### src/rtl/result_dispatch_4ch.sv
// result_dispatch_4ch: buffered dispatcher for the 16-bit 1-to-4 result demux.
// Tagged results enter a small FIFO through a valid/ready handshake. They are
// then presented one at a time on a shared bus with a one-hot per-channel
// valid. A per-transfer watchdog drops a result whose destination stalls.
//
// Ports:
//   clk, rst_n     rising-edge clock, asynchronous active-low reset
//   in_valid       result available
//   in_ready       FIFO can accept (not full)
//   in_data        16-bit result word
//   in_dest        2-bit destination channel tag
//   bus_data       shared data driven into the demux input
//   bus_sel        demux select
//   out_valid      one-hot valid, bit k = channel k
//   out_ready      per-channel accept
//   occupancy      FIFO entry count (output register excluded)
//   drop_count     saturating count of timed-out results
//   timeout_pulse  one-cycle pulse after a result is dropped
module result_dispatch_4ch #(
    parameter int unsigned DEPTH   = 4,
    parameter int unsigned TIMEOUT = 15,
    parameter int unsigned CNT_W   = 8
) (
    input  logic                     clk,
    input  logic                     rst_n,
    input  logic                     in_valid,
    output logic                     in_ready,
    input  logic [15:0]              in_data,
    input  logic [1:0]               in_dest,
    output logic [15:0]              bus_data,
    output logic [1:0]               bus_sel,
    output logic [3:0]               out_valid,
    input  logic [3:0]               out_ready,
    output logic [$clog2(DEPTH):0]   occupancy,
    output logic [CNT_W-1:0]         drop_count,
    output logic                     timeout_pulse
);

    localparam int unsigned AW = (DEPTH > 1) ? $clog2(DEPTH) : 1;
    localparam int unsigned OW = $clog2(DEPTH) + 1;
    localparam int unsigned WW = (TIMEOUT > 0) ? $clog2(TIMEOUT + 1) : 1;

    typedef struct packed {
        logic [1:0]  dest;
        logic [15:0] data;
    } result_t;

    typedef enum logic {
        IDLE = 1'b0,
        SEND = 1'b1
    } state_t;

    result_t         mem [DEPTH];
    logic [AW-1:0]   wr_ptr;
    logic [AW-1:0]   rd_ptr;
    logic [OW-1:0]   count;
    state_t          state;
    logic [WW-1:0]   watchdog;
    result_t         head;

    logic            full;
    logic            empty;
    logic            push;
    logic            hs;
    logic            expire;
    logic            pop;

    // Handshake, watchdog expiry and FIFO push/pop decisions
    always_comb begin
        full   = (count == OW'(DEPTH));
        empty  = (count == '0);
        push   = in_valid && !full;
        hs     = (state == SEND) && out_ready[bus_sel];
        // A handshake on the expiry cycle wins over the drop
        expire = (state == SEND) && !hs && (TIMEOUT != 0) && (watchdog == WW'(TIMEOUT));
        pop    = !empty && ((state == IDLE) || hs || expire);
        head   = mem[rd_ptr];
    end

    assign in_ready  = !full;
    assign occupancy = count;
    assign out_valid = (state == SEND) ? (4'b0001 << bus_sel) : 4'b0000;

    // FIFO storage; contents are don't-care until written, so no reset
    always_ff @(posedge clk) begin
        if (push) begin
            mem[wr_ptr] <= '{dest: in_dest, data: in_data};
        end
    end

    // Pointers, occupancy, output stage, watchdog and drop accounting
    always_ff @(posedge clk or negedge rst_n) begin
        if (!rst_n) begin
            wr_ptr        <= '0;
            rd_ptr        <= '0;
            count         <= '0;
            state         <= IDLE;
            watchdog      <= '0;
            bus_data      <= '0;
            bus_sel       <= '0;
            drop_count    <= '0;
            timeout_pulse <= 1'b0;
        end else begin
            if (push) begin
                wr_ptr <= wr_ptr + AW'(1);
            end
            if (pop) begin
                rd_ptr <= rd_ptr + AW'(1);
            end
            if (push && !pop) begin
                count <= count + OW'(1);
            end else if (!push && pop) begin
                count <= count - OW'(1);
            end

            timeout_pulse <= expire;
            if (expire && (drop_count != '1)) begin
                drop_count <= drop_count + CNT_W'(1);
            end

            case (state)
                IDLE: begin
                    if (pop) begin
                        bus_data <= head.data;
                        bus_sel  <= head.dest;
                        watchdog <= '0;
                        state    <= SEND;
                    end
                end
                SEND: begin
                    if (hs || expire) begin
                        watchdog <= '0;
                        if (pop) begin
                            bus_data <= head.data;
                            bus_sel  <= head.dest;
                        end else begin
                            state <= IDLE;
                        end
                    end else if (watchdog != '1) begin
                        watchdog <= watchdog + WW'(1);
                    end
                end
                default: state <= IDLE;
            endcase
        end
    end

endmodule

### config.mk
export PLATFORM = sky130hd
export DESIGN_NAME = result_dispatch_4ch
export DESIGN_NICKNAME = d
export VERILOG_FILES = /design/src/rtl/result_dispatch_4ch.sv
export SDC_FILE = /design/constraint.sdc
export NUM_CORES = 1
export LEC_CHECK = 0
export ABC_AREA = 1
export CAP_MARGIN = 20
export CORE_ASPECT_RATIO = 0.9
export CORE_MARGIN = 4
export CORE_UTILIZATION = 35
export CTS_CLUSTER_SIZE = 40
export DETAILED_ROUTE_END_ITERATION = 7
export PLACE_DENSITY_LB_ADDON = 0.2
export REMOVE_ABC_BUFFERS = 1
export SLEW_MARGIN = 40
export SYNTH_ARGS = -nofsm -noshare
export SYNTH_HDL_FRONTEND = slang
export SYNTH_SLANG_ARGS = --single-unit
export TNS_END_PERCENT = 100
### constraint.sdc
create_clock -name clk -period 6.5 [get_ports clk]
set_input_delay 0.65 -clock clk [delete_from_list [all_inputs] [get_ports clk]]
set_output_delay 0.65 -clock clk [all_outputs]
set_load 0.01 [all_outputs]
# Word-level counts from Yosys, hierarchy flattened
# Memory sizes are Yosys's and may differ from the RTL's.
# Cells that the tools add are included.
# totals
register_bits,39
wordCells,65
mem_count,1
output_inout_bits,35
inputBits,25
ramBits,72
# classes
magnitude_cmp,1
shifts,1
n_reduce_logical,19
n_mux,20
n_bitwise,1
addsub,6
eq_ne,7
# memory_table
name,depth,word_bits,read_ports,rd_clocked_by_memory_dff,write_ports,line_no,text
mem,4,18,1,0,1,53,result_t mem [DEPTH];
# op_table
op,n
two-way mux 16 bit,2
one-hot mux 16 bit (2 select lines),1
two-way mux 4 bit,4
adder 8 x 1 -> 8 bit (second input constant),1
logical AND 1 bit,8
!= test 8 bit (second input constant),1
one-hot mux 4 bit (2 select lines),1
two-way mux 3 bit,2
zero test 1 bit,5
two-way mux 1 bit,5
adder 2 x 1 -> 2 bit (second input constant),2
adder 4 x 1 -> 4 bit (second input constant),1
== test 4 bit (second input constant),1
two-way mux 2 bit,2
!= test 4 bit (second input constant),1
one-hot mux 2 bit (2 select lines),1
left shift 1 x 2 -> 4 bit (first input constant),1
adder 3 x 1 -> 3 bit (second input constant),1
== test 3 bit (second input constant),1
zero test 3 bit,1
logical OR 1 bit,3
< comparator 2 x 3 -> 1 bit (second input constant),1
!= test 3 x 1 -> 1 bit (second input constant),1
subtractor 3 x 1 -> 3 bit (second input constant),1
7 further kinds,7

# Depth between registers and ports, before layout
# logic_depth
ltp_word,11
depth_mapped,13
ltp_nobuf,12

# Least setup slack after synthesis
# OpenSTA, ideal clock, no wires.
# synth_path
path_kind,input to register
start,in out_ready[3]
end,reg count[2] (netlist: occupancy[2])
required_time_ps,6369
n_path_buf,1
setup_slack_ps,4224
setup_ps,131
path_stages,12
arrival_time_ps,2145
cell_sequence,nand3_1 -> nand2_2 -> nor2_4 -> nand3_4 -> nand2_4 -> buf_6 -> ha_1 -> inv_1 -> fa_1 -> a21oi_1 -> o21ai_0 -> xor2_1
# synth_between
elab_chain_len,11
elab_cells_between_ends,14
cone_classes,3 x mux; 11 x reduce/logical
# synth_lines
item,line_no,text
start: declaration,33,"input logic [3:0] out_ready,"
binary-select mux 1 bit (select 2 bit) (*),73,hs = (state == SEND) && out_ready[bus_sel];
two-way mux 1 bit (implied by the code) (*),73,
logical AND 1 bit (*),73,
zero test 1 bit,75,expire = (state == SEND) && !hs && (TIMEOUT != 0) && (watchdog == WW'(TIMEOUT));
logical AND 1 bit (2 in series),75,
logical OR 1 bit (*),76,pop = !empty && ((state == IDLE) || hs || expire);
logical AND 1 bit (*),76,
zero test 1 bit,110,if (push && !pop) begin
logical AND 1 bit,110,
two-way mux 3 bit or nonzero test 2 bit (tied branches),--,
end signal: assignment,111,count <= count + OW'(1);
end signal: assignment,113,count <= count - OW'(1);
end: declaration,56,logic [OW-1:0] count;
# Mark *: on every way between the ends. The rest lies on a longest branch, timed or not. The select of a mux whose other input is x is not followed.
# A chain may end at the register's enable or synchronous reset.

# Worst setup path after layout
# Ends and elaborated chain as after synthesis.

==> qor.yml <==
synth_warnings: 0
synth-compound-area-share: 0.06557
post_cts_resized: 0
layout-drive-gt1-share: 0.08642
die_w_um: 130.3
hold_buffers: 0
detailed_place.area_sq_mm: 0.005463
cts_made_buffers: 9
yosys.area_share.adder: 0.02283
drv_cap: 0
setup_viol: 0
ys_async_sr_fraction: 0.3514
outcome: "finished, final reports clean"
grt_setup_unrepaired: "no"
power_uw: 2567
nFillCells: 1207
critical_path_peak_fanout: 24
via_per_inst: 4.840
synth-simple-area-share: 0.1866
numClockSinks: 111
dr.pass1.iters: 4
start_util: 0.3645
synth-main-ff-cell: "edfxtp_1"
cts_tree: "done"
h-tree-depth: 3
drv_slew: 0
synth_mux_area_frac: 0.007168
fmax_mhz: 353.2
rr_startpoint: "occupancy[0]"
antenna_found_initial: 0
critPathArrivalTime_ps: 3050
worst_slew_pin_slew_ps: 776.5
synth_top_family_by_area: "simple AND/OR/NAND/NOR gates"
setup.worst_path.class: "in2reg"
critPathRequiredTime_ps: 6720
clockBufferDepth: 2
cp-start-kind: "input pin"
num_rows: 39
peakVddDrop_uv: 209.1
grt_use_total: 0.1349
vias: 3146
route.detailed.drc: 0
syn_area_per_cell_sq_um: 11.09
wl_mm: 9.837
syn_inst: 425
die_h_um: 118.1
wl_per_cell_um: 15.13
period_needed_ps: 2832
setup_tns_ps: 0
grt_max_degree: 40
grt.overflow.total: 0
crit_start: "out_ready[3]"
synth_xor_area_frac: 0.01487
area_growth_pct: 21.90
cp-end-kind: "flip-flop"
grt_pass1_vias: 3144
gp_routability_congestion: 0.7289
hold_violations: 0
clkTransAtPathRegs_ps: 70
num_antenna_cells: 0
relSlewSlack: 0.4811
fin_skew_ps: 6.710
dp_hpwl_mm: 6.148
fin_nets: 514
post_cts_buffers: 0
die_area_sq_mm: 0.01539
clock-root-buffer: "clkbuf_16"
drt_iter0_markers: 160
leakage_uw: 0.002285
io_buffers: 59
multiInputGateArea_sq_mm: 0.001420
coreArea_sq_mm: 0.01293
postRouteAntennaNets: 0
synth_edf_count: 72
powerDensity_mw_per_mm2: 446.7
syn-cell-area_sq_mm: 0.004713
grt_pass1_wl_mm: 16.01
synth.distinct_cells: 34
hp-class: "in2async"
fin_area_sq_mm: 0.005746
ys_seq_elements: 111
ios: 60
fin_crit_sh: 0.4356
seq_area_sq_mm: 0.003139
insertion_delay_ps: 340
yosysSeqAreaShare: 0.6658
## where the power goes
group          switching [uW]  internal, uW
Sequential                136           950
Clock                     246           275
Combinational             574           386
## routing by layer
| metal | vias up | global-route usage | wire length [um] |
|---|---|---|---|
| met3 | 8 | 0.03902 | 459 |
| met2 | 65 | 0.2183 | 4754 |
| li1 | 1558 | - | - |
| met1 | 1515 | 0.1752 | 4511 |
| met5 | - | 0 | 0 |
| met4 | 0 | 0.03896 | 111 |
## cell usage in the layout, fill, tap and decap left out, types with 2 or more instances in the layout
| cell type | instances |
|---|---|
| xnor2_1 | 3 |
| nand2_1 | 77 |
| clkinv_2 | 2 |
| nor2_4 | 4 |
| inv_6 | 3 |
| nor2_2 | 3 |
| nor2_1 | 58 |
| inv_1 | 19 |
| nand4_1 | 6 |
| nand2_2 | 2 |
| o21ai_0 | 52 |
| dfrtp_1 | 38 |
| a21oi_1 | 3 |
| clkbuf_16 | 9 |
| buf_4 | 4 |
| edfxtp_1 | 72 |
| clkdlybuf4s50_1 | 58 |
| nand3b_1 | 2 |
| nand3_4 | 2 |
| nor3_1 | 4 |
| xor2_1 | 5 |
| inv_2 | 3 |
| ha_1 | 7 |
| nand3_1 | 33 |
| o21ai_1 | 5 |
## cell usage after synthesis, drive strengths merged (2+ instances only)
library cell	instances	area share
a21oi	4	0.0050
ha	7	0.019
xor2	5	0.0093
inv	22	0.018
nand3b	2	0.0032
nand4	7	0.011
nor3	5	0.0064
nand2	80	0.066
nor2	65	0.055
nand3	36	0.045
clkbuf	7	0.0056
o21ai	57	0.061
xnor2	3	0.0056
dfrtp	39	0.21
buf	10	0.013
edfxtp	72	0.46
## kinds of logic (layout without fill, tap and decap cells)
| kind of cell | count (synthesis) | count (layout) |
|---|---|---|
| flip-flops | 111 | 111 |
| AND/OR/NAND/NOR | 195 | 195 |
| adder cells (fa/ha/maj) | 8 | 8 |
| buffers and inverters | 40 | 101 |
| XOR/XNOR | 8 | 8 |
| AO/OA/AOI/OAI | 61 | 61 |
| multiplexers | 2 | 2 |
## through the flow
step | hold WS, ps | cells | worst slack [ps] | util
final | 283.1 | 650 | 3668 | 0.4443
after global routing | 310.4 | 650 | 3430 | 0.4443
after CTS | 296.8 | 650 | 3649 | 0.4443
after detailed placement | 462.1 | 634 | 3277 | 0.4224
after global placement | 458.5 | 634 | 3360 | 0.4213
after floorplan | 354.4 | 408 | 4052 | -
## registers in the layout (all words and copies together), names as in the netlist
signal	count
occupancy	3
state	1
drop_count	8
rd_ptr	2
watchdog	4
bus_data	16
bus_sel	2
mem	72
timeout_pulse	1
wr_ptr	2
## worst paths after layout
check / endpoint / slack [ps] / cells after the start
max: occupancy[2] / 3670 / 12
min: state / 280 / 1
max in group asynchronous: rd_ptr[1] / 5820 / 1
min in group clk: bus_data[0] / 470 / 2
max reg2reg: occupancy[2] / 3720 / 9
min reg2reg: bus_data[0] / 470 / 2
## layout make-up
type	instances	share of cell area
Inverter	23	0.01524
Sequential cell	111	0.5464
Clock buffer	11	0.04225
Timing Repair Buffer	62	0.1063
Multi-Input combinational cell	274	0.2472
Clock inverter	5	0.006969
Tap cell	164	0.03571
## critical path, cell delays in order
cell	delay, ps
clkdlybuf4s50_1	410
nand3_1	140
nand2_2	80
nor2_4	100
nand3_4	280
nand2_4	320
ha_1	200
inv_1	60
fa_1	380
a21oi_1	150
o21ai_0	120
xor2_1	160
No activity file was read; power rests on OpenSTA's default activity.
